**config.mk**
```make
export PLATFORM = sky130hd
export DESIGN_NAME = pcie_app_endpoint
export DESIGN_NICKNAME = d
export VERILOG_FILES = /design/src/rtl/pcie_app_endpoint.sv
export SDC_FILE = /design/constraint.sdc
export NUM_CORES = 2
export LEC_CHECK = 0
export CAP_MARGIN = 20
export CORE_ASPECT_RATIO = 1.5
export CORE_MARGIN = 2
export CORE_UTILIZATION = 65
export CTS_CLUSTER_SIZE = 14
export DETAILED_ROUTE_END_ITERATION = 10
export PLACE_DENSITY_LB_ADDON = 0.15
export SLEW_MARGIN = 20
export SYNTH_ARGS = -nofsm -noshare
export SYNTH_HDL_FRONTEND = slang
export SYNTH_MEMORY_MAX_BITS = 65536
export SYNTH_SLANG_ARGS = --single-unit
```
**constraint.sdc**
```tcl
create_clock -name clk -period 36.8 [get_ports clk]
set_clock_uncertainty 0.2 [all_clocks]
set_input_delay 11.04 -clock clk [delete_from_list [all_inputs] [get_ports clk]]
set_output_delay 11.04 -clock clk [all_outputs]
set_load 0.02 [all_outputs]
```
**src/rtl/pcie_app_endpoint.sv**
```systemverilog
// Application-side endpoint of the virtualized PCIe packet channel: delivers
// per-app packets as command messages and tags responses with their slot.
module pcie_app_endpoint #(
  parameter int DATA_WIDTH      = 128,
  parameter int SLOT_WIDTH      = 16,
  parameter int PAD_WIDTH       = 4,
  parameter int RX_LOG_DEPTH    = 4,
  parameter int TX_LOG_DEPTH    = 4,
  parameter int SLOTQ_LOG_DEPTH = 2
) (
  input  logic                  clk,
  input  logic                  rst_n,
  input  logic                  pkt_in_valid,
  input  logic [DATA_WIDTH-1:0] pkt_in_data,
  input  logic [SLOT_WIDTH-1:0] pkt_in_slot,
  input  logic [PAD_WIDTH-1:0]  pkt_in_pad,
  input  logic                  pkt_in_last,
  output logic                  pkt_full_out,
  output logic                  pkt_out_valid,
  output logic [DATA_WIDTH-1:0] pkt_out_data,
  output logic [SLOT_WIDTH-1:0] pkt_out_slot,
  output logic [PAD_WIDTH-1:0]  pkt_out_pad,
  output logic                  pkt_out_last,
  input  logic                  pkt_grant_in,
  output logic                  cmd_valid,
  output logic [DATA_WIDTH-1:0] cmd_data,
  output logic [SLOT_WIDTH-1:0] cmd_slot,
  output logic                  cmd_last,
  input  logic                  cmd_ready,
  input  logic                  rsp_valid,
  input  logic [DATA_WIDTH-1:0] rsp_data,
  input  logic [PAD_WIDTH-1:0]  rsp_pad,
  input  logic                  rsp_last,
  output logic                  rsp_ready,
  output logic                  err_slot_mismatch,
  output logic [15:0]           rx_msg_count,
  output logic [15:0]           tx_msg_count
);

  localparam int RX_DEPTH = 1 << RX_LOG_DEPTH;
  localparam int TX_DEPTH = 1 << TX_LOG_DEPTH;
  localparam int SQ_DEPTH = 1 << SLOTQ_LOG_DEPTH;

  typedef struct packed {
    logic                  first;
    logic                  last;
    logic [SLOT_WIDTH-1:0] slot;
    logic [DATA_WIDTH-1:0] data;
  } rx_beat_t;

  typedef struct packed {
    logic                  last;
    logic [PAD_WIDTH-1:0]  pad;
    logic [SLOT_WIDTH-1:0] slot;
    logic [DATA_WIDTH-1:0] data;
  } tx_beat_t;

  typedef enum logic {RX_IDLE, RX_INMSG} rx_state_t;

  rx_beat_t                    rx_mem [RX_DEPTH];
  logic [RX_LOG_DEPTH-1:0]     rx_wr_ptr, rx_rd_ptr;
  logic [RX_LOG_DEPTH:0]       rx_count;
  rx_beat_t                    rx_head, rx_wbeat;
  rx_state_t                   rx_state;
  logic [SLOT_WIDTH-1:0]       msg_slot;
  logic                        rx_accept, rx_drop, rx_push, rx_pop;

  logic [SLOT_WIDTH-1:0]       sq_mem [SQ_DEPTH];
  logic [SLOTQ_LOG_DEPTH-1:0]  sq_wr_ptr, sq_rd_ptr;
  logic [SLOTQ_LOG_DEPTH:0]    sq_count;
  logic                        sq_full, sq_empty, sq_push, sq_pop;

  tx_beat_t                    tx_mem [TX_DEPTH];
  logic [TX_LOG_DEPTH-1:0]     tx_wr_ptr, tx_rd_ptr;
  logic [TX_LOG_DEPTH:0]       tx_count;
  tx_beat_t                    tx_head, tx_wbeat;
  logic                        tx_full, tx_push, tx_pop;

  // Commands carry no pad field; the incoming pad is intentionally dropped.
  logic unused_pad;
  assign unused_pad = ^pkt_in_pad;

  // Receive side: beats that break the current message's slot never enter the FIFO.
  assign pkt_full_out = (rx_count == (RX_LOG_DEPTH+1)'(RX_DEPTH));
  assign rx_accept    = pkt_in_valid && !pkt_full_out;
  assign rx_drop      = (rx_state == RX_INMSG) && (pkt_in_slot != msg_slot);
  assign rx_push      = rx_accept && !rx_drop;
  assign rx_wbeat     = '{first: (rx_state == RX_IDLE), last: pkt_in_last,
                          slot: pkt_in_slot, data: pkt_in_data};
  assign rx_head      = rx_mem[rx_rd_ptr];

  // A new message is only offered to the user once its slot can be tracked.
  assign sq_full   = (sq_count == (SLOTQ_LOG_DEPTH+1)'(SQ_DEPTH));
  assign sq_empty  = (sq_count == '0);
  assign cmd_valid = (rx_count != '0) && !(rx_head.first && sq_full);
  assign cmd_data  = rx_head.data;
  assign cmd_slot  = rx_head.slot;
  assign cmd_last  = rx_head.last;
  assign rx_pop    = cmd_valid && cmd_ready;
  assign sq_push   = rx_pop && rx_head.first;

  assign tx_full   = (tx_count == (TX_LOG_DEPTH+1)'(TX_DEPTH));
  assign rsp_ready = !sq_empty && !tx_full;
  assign tx_push   = rsp_valid && rsp_ready;
  assign sq_pop    = tx_push && rsp_last;
  assign tx_wbeat  = '{last: rsp_last, pad: rsp_pad, slot: sq_mem[sq_rd_ptr], data: rsp_data};

  assign tx_head       = tx_mem[tx_rd_ptr];
  assign pkt_out_valid = (tx_count != '0);
  assign pkt_out_data  = tx_head.data;
  assign pkt_out_slot  = tx_head.slot;
  assign pkt_out_pad   = tx_head.pad;
  assign pkt_out_last  = tx_head.last;
  assign tx_pop        = pkt_out_valid && pkt_grant_in;

  // NOTE: storage arrays have no reset; the reset counts alone mark them empty.
  always_ff @(posedge clk) begin
    if (rx_push) rx_mem[rx_wr_ptr] <= rx_wbeat;
    if (sq_push) sq_mem[sq_wr_ptr] <= rx_head.slot;
    if (tx_push) tx_mem[tx_wr_ptr] <= tx_wbeat;
  end

  always_ff @(posedge clk or negedge rst_n) begin
    if (!rst_n) begin
      rx_wr_ptr <= '0;
      rx_rd_ptr <= '0;
      rx_count  <= '0;
      sq_wr_ptr <= '0;
      sq_rd_ptr <= '0;
      sq_count  <= '0;
      tx_wr_ptr <= '0;
      tx_rd_ptr <= '0;
      tx_count  <= '0;
    end else begin
      if (rx_push) rx_wr_ptr <= rx_wr_ptr + RX_LOG_DEPTH'(1);
      if (rx_pop)  rx_rd_ptr <= rx_rd_ptr + RX_LOG_DEPTH'(1);
      rx_count <= rx_count + (RX_LOG_DEPTH+1)'(rx_push) - (RX_LOG_DEPTH+1)'(rx_pop);
      if (sq_push) sq_wr_ptr <= sq_wr_ptr + SLOTQ_LOG_DEPTH'(1);
      if (sq_pop)  sq_rd_ptr <= sq_rd_ptr + SLOTQ_LOG_DEPTH'(1);
      sq_count <= sq_count + (SLOTQ_LOG_DEPTH+1)'(sq_push) - (SLOTQ_LOG_DEPTH+1)'(sq_pop);
      if (tx_push) tx_wr_ptr <= tx_wr_ptr + TX_LOG_DEPTH'(1);
      if (tx_pop)  tx_rd_ptr <= tx_rd_ptr + TX_LOG_DEPTH'(1);
      tx_count <= tx_count + (TX_LOG_DEPTH+1)'(tx_push) - (TX_LOG_DEPTH+1)'(tx_pop);
    end
  end

  always_ff @(posedge clk or negedge rst_n) begin
    if (!rst_n) begin
      rx_state          <= RX_IDLE;
      msg_slot          <= '0;
      err_slot_mismatch <= 1'b0;
      rx_msg_count      <= '0;
    end else if (rx_accept) begin
      case (rx_state)
        RX_IDLE: begin
          if (pkt_in_last) begin
            rx_msg_count <= rx_msg_count + 16'd1;
          end else begin
            rx_state <= RX_INMSG;
            msg_slot <= pkt_in_slot;
          end
        end
        RX_INMSG: begin
          if (rx_drop) begin
            err_slot_mismatch <= 1'b1;
          end else if (pkt_in_last) begin
            rx_state     <= RX_IDLE;
            rx_msg_count <= rx_msg_count + 16'd1;
          end
        end
        default: rx_state <= RX_IDLE;
      endcase
    end
  end

  always_ff @(posedge clk or negedge rst_n) begin
    if (!rst_n) tx_msg_count <= '0;
    else if (sq_pop) tx_msg_count <= tx_msg_count + 16'd1;
  end

endmodule

```
# == Word level (Yosys, flattened, before mapping) ==
# Memories as Yosys holds them, arrays and structs flattened.
# Index checks and enable logic that the tools add are counted.
# Widths: inputs -> output; s select.
# word_totals
output_inout_bits,331
reg_bits,83
inputBits,288
mem_count,3
ramBits,4784
# classes
n_bitwise,2
n_eq_ne,5
reduce_logical,22
n_addsub,14
muxes,12
# mem_list
memory,words,width,read_ports,rd_ports_with_merged_regs,write_ports,line,rtl
tx_mem,16,149,1,0,1,73,tx_beat_t tx_mem [TX_DEPTH];
rx_mem,16,146,1,0,1,60,rx_beat_t rx_mem [RX_DEPTH];
sq_mem,4,16,1,0,1,68,logic [SLOT_WIDTH-1:0] sq_mem [SQ_DEPTH];
# ops
cell,count
$add 16x1->16 const B,2
$mux 16,2
$pmux 16 s2,1
$add 4x1->4 const B,4
$ne 16x16->1,1
$logic_and 1x1->1,11
$add 5x1->5,2
$eq 5x5->1 const B,2
$reduce_bool 5->1,2
$sub 5x1->5,2
$mux 1,8
$reduce_and 3->1,2
$logic_not 1->1,5
$add 2x1->2 const B,2
$add 3x1->3,1
$eq 3x3->1 const B,1
$logic_not 3->1,1
$sub 3x1->3,1
$ne 2x2->1 const B,1
$not 1->1,2
$pmux 1 s2,1
$reduce_and 2->1,1

# == Logic depth before layout (Yosys ltp) ==
# logic_depth
depth_word,8
mapped_depth,15
depth_no_buf,14

# == Least setup slack after synthesis ==
# OpenSTA, ideal clock, no wires.
# synth_path
path_type,input-to-reg
from,input pkt_in_slot[7]
to,"memory rx_mem[1][0] (netlist name), enable pin"
arrival_ns,26.694
slack_ns,8.846
setup_time_ns,1.060
path_stages,5
n_path_buf,0
required_ns,35.540
cell_sequence,xor2_1 -> nor4_1 -> a41oi_1 -> nand2b_1 -> nor4b_1
# synth_between
elab_chain_len,6
# synth_lines
element,line,rtl
from (decl),15,"input logic [SLOT_WIDTH-1:0] pkt_in_slot,"
$ne 16x16->1,86,assign rx_drop = (rx_state == RX_INMSG) && (pkt_in_slot != msg_slot);
$logic_and 1x1->1,86,
$logic_not 1->1,87,assign rx_push = rx_accept && !rx_drop;
$logic_and 1x1->1,87,
$mux 1,118,if (rx_push) rx_mem[rx_wr_ptr] <= rx_wbeat;
$mux 1 (implied by the code),118,
to (decl),60,
# No other way between the ends.

# == Worst setup path in the final report ==
# layout_path
from,register rx_rd_ptr[0]
to,output cmd_data[49]
# layout_between
elab_chain_len,1
# layout_lines
element,line,rtl
from (decl),61,"logic [RX_LOG_DEPTH-1:0] rx_wr_ptr, rx_rd_ptr;"
from (signal assigned),136,if (rx_pop) rx_rd_ptr <= rx_rd_ptr + RX_LOG_DEPTH'(1);
$mem_v2 16x146,--,
to (decl),26,"output logic [DATA_WIDTH-1:0] cmd_data,"
# No other way between the ends.

==> impl_metrics.py <==
metrics = {
    "worst_setup_path": {
        "cp_data_required_time_ns": 25.56,
        "setup.worst_path.start_class": "flip-flop",
        "end_kind": "output pin",
        "rr_worst_depth": 9,
        "arrival_ns": 7.59,
        "path_class": "reg2out",
        "cp_max_fo": 102,
        "r2r_setup_slack_ns": 30.45,
        "r2r_start": "msg_slot[7]$_DFFE_PN0P_",
        "r2r_end": "rx_mem[6][38]$_DFFE_PP_",
    },
    "timing": {
        "finalHoldViolations": 0,
        "setup_slack_ns": 17.97,
        "setup_viol": 0,
        "setup_tns_ns": 0,
        "relSlewSlack": 0.247,
        "post-route-min-period_ns": 18.83,
        "worst_slew_pin_slew_ns": 1.13,
        "finalMaxSlewViolations": 0,
        "min_period_over_period": 0.512,
        "clock.fmax_mhz": 53.1,
        "rsz0062_at_grt": "false",
    },
    "placed_design": {
        "dpl_worst_slack_ns": 18.37,
        "io_buffers": 614,
        "place_area_sq_um": 194000,
        "gp_congestion": 0.777,
        "dp_hpwl_um": 206000,
    },
    "layout": {
        "num-fill-cells": 14800,
        "syn2layout_area_growth_pct": 13.0,
        "regArea_sq_um": 146000,
        "multi_input_area_sq_um": 36300,
        "final_cell_mix": "edfxtp_1, mux4_2, clkdlybuf4s50_1, clkbuf_16, buf_4",
        "fin_area_sq_um": 207000,
        "fin_nets": 8321,
        "drive_gt1_frac": 0.265,
        "layout_commonest_cell": "edfxtp_1",
        "final_util": 0.739,
    },
    "grt": {
        "grt-ovfl-total": 0,
        "grt_pass1_vias": 86300,
        "grtUsageTotal": 0.293,
        "grt_pass1_wl_um": 599000,
        "antenna_found_initial": 80,
        "grt_max_degree": 155,
    },
    "floorplanning": {
        "core_sq_um": 281000,
        "initial_core_util": 0.654,
        "die_area_sq_um": 287000,
        "die_height_um": 655,
        "rows": 238,
        "boundaryPins": 619,
        "die-width_um": 438,
    },
    "status": {
        "status": "finished clean",
    },
    "synthesis": {
        "synthArstFlopShare": 0.0171,
        "synthFlopType": "edfxtp_1",
        "ys_seq_elements": 4867,
        "ys_types": 44,
        "ys_seq_area_frac": 0.794,
        "yosysWarnings": 0,
        "syn_inst": 7160,
        "syn_area_sq_um": 183000,
        "syn-num-nets": 7480,
        "synth_edf_count": 4784,
        "avgSynthCellArea_sq_um": 25.6,
    },
    "power_and_ir_drop": {
        "internal_power_w": 0.0111,
        "combPwrFrac": 0.309,
        "power_density_nw_per_um2": 76.0,
        "seqPwrFrac": 0.423,
        "switching_share": 0.293,
        "vdd_drop_max_mv": 0.0758,
        "power_leakage_nw": 64.5,
        "power.net_switching_w": 0.00462,
        "clkPwrFrac": 0.268,
    },
    "detailed_routing": {
        "routedWlPerCell_um": 34.4,
        "drt_first_iter_violations": 9249,
        "first_pass_iters": 6,
        "postRouteAntennaNets": 0,
        "num_vias": 82100,
        "drt_wl_total_um": 416000,
        "drc": 0,
        "via_per_inst": 6.79,
    },
    "clock_network": {
        "cts_resized": 0,
        "holdBufCountCts": 0,
        "cts-root-buf": "clkbuf_16",
        "clk_latency_ns": 0.93,
        "clock_path_buffers": 4,
        "cts_buffers": 429,
        "cts_sinks": 4867,
        "tritoncts": "yes",
        "htreeDepth": 5,
        "postCtsSetupBuffers": 0,
        "clkTransAtPathRegs_ns": 0.07,
    },
    "hold_path": {
        "hp-class": "reg2reg",
        "holdPathEnd": "rx_msg_count[15]$_DFFE_PN0P_",
        "worstHoldStart": "rx_msg_count[15]$_DFFE_PN0P_",
        "hold_depth": 1,
    },
    "flow_run": {
        "drv_cap": 0,
    },
}
## worst max-delay path, stage by stage, from the launching register on
cell and delay [ns]:
dfrtp_4 0.88, buf_12 0.65, buf_4 0.80, buf_4 0.84
buf_4 0.75, buf_4 0.46, buf_16 0.32, mux4_2 0.55
mux4_2 0.52, clkdlybuf4s50_1 0.57
## worst max path at each step
stage                                   startpoint                     end  slack, ns  depth (start not counted)
after CTS                 rx_rd_ptr[0]$_DFFE_PN0P_            cmd_data[51]      17.32                          8
after global placement    rx_rd_ptr[0]$_DFFE_PN0P_            cmd_data[67]      18.43                          8
after global routing      rx_rd_ptr[0]$_DFFE_PN0P_            cmd_data[50]      17.23                          9
after detailed placement  rx_rd_ptr[0]$_DFFE_PN0P_            cmd_data[51]      18.37                          8
after floorplan                     pkt_in_slot[7]  rx_mem[1][0]$_DFFE_PP_       8.85                          5
final                     rx_rd_ptr[0]$_DFFE_PN0P_            cmd_data[49]      17.97                          9
## metal layers
metal,vias up,wire (um),track usage
met1,44500,148000,0.383
met5,-,386,0
li1,32900,-,-
met2,3950,218000,0.499
met4,62,12300,0.0882
met3,757,37300,0.0662
## cells in the mapped netlist, types with 2 or more instances
master	n	area, sq um
nand2b_1	5	31.3
ha_1	29	363
nor2_1	26	97.6
fa_1	3	60.1
nor2b_1	44	275
buf_2	149	746
xnor2_1	34	298
nor3_1	13	65.1
nor4b_1	8	70.1
and2_1	8	50.1
nor3b_1	3	22.5
a211oi_1	42	315
nor4_1	12	75.1
nand3_1	17	85.1
and4b_1	5	50.1
mux4_2	1448	32600
edfxtp_1	4784	144000
a21oi_1	47	235
buf_4	5	37.5
dfrtp_1	83	2080
a21o_1	3	22.5
nand4_1	9	56.3
clkbuf_1	167	627
and3_1	4	25.0
mux2i_1	43	430
inv_1	28	105
xor2_1	38	333
nand2_1	27	101
mux2_2	21	236
buf_1	40	150
or3_1	2	12.5
## registers in the layout, summed over array words and instances, names as in the netlist, 3 cells and up
register      count
tx_rd_ptr         4
rx_msg_count     16
msg_slot         16
rx_mem         2336
sq_count          3
rx_count          5
tx_msg_count     16
tx_count          5
tx_wr_ptr         4
tx_mem         2384
sq_mem           64
rx_rd_ptr         4
rx_wr_ptr         4
## cell type report
class	instances	area share
antenna	49	0.000591
timing repair buffer	772	0.0366
clock inverter	178	0.00674
tap	3720	0.0224
inverter	29	0.000525
sequential	4867	0.703
clock buffer	563	0.0555
multi-input combinational	1902	0.175
## power by group through the flow
stage | clock [W] | sequential (W) | combinational [W]
floorplan | 0 | 0.00670 | 0.00325
global placement | 0 | 0.00675 | 0.00482
detailed placement | 0 | 0.00677 | 0.00487
CTS | 0.00428 | 0.00667 | 0.00494
global route | 0.00447 | 0.00669 | 0.00512
finish | 0.00422 | 0.00666 | 0.00488
## per-stage QoR
step	power [W]	hold slack [ns]	instances
2_1_floorplan	0.00994	0.285	7160
3_3_place_gp	0.0116	0.247	11300
4_1_cts	0.0159	0.273	12000
6_report	0.0158	0.273	12100
5_1_grt	0.0163	0.283	12100
3_5_place_dp	0.0116	0.260	11300
## cells by family after synthesis
logic type      count (synthesis)  share of synthesized area
flops                        4867                      0.794
mux                          1514                      0.182
buf+inv                       391                    0.00916
simple gates                  188                    0.00582
compound gates                 96                    0.00339
xor+xnor                       72                    0.00344
fa+ha+maj                      32                    0.00231
Power figures use the tool's default switching activity.
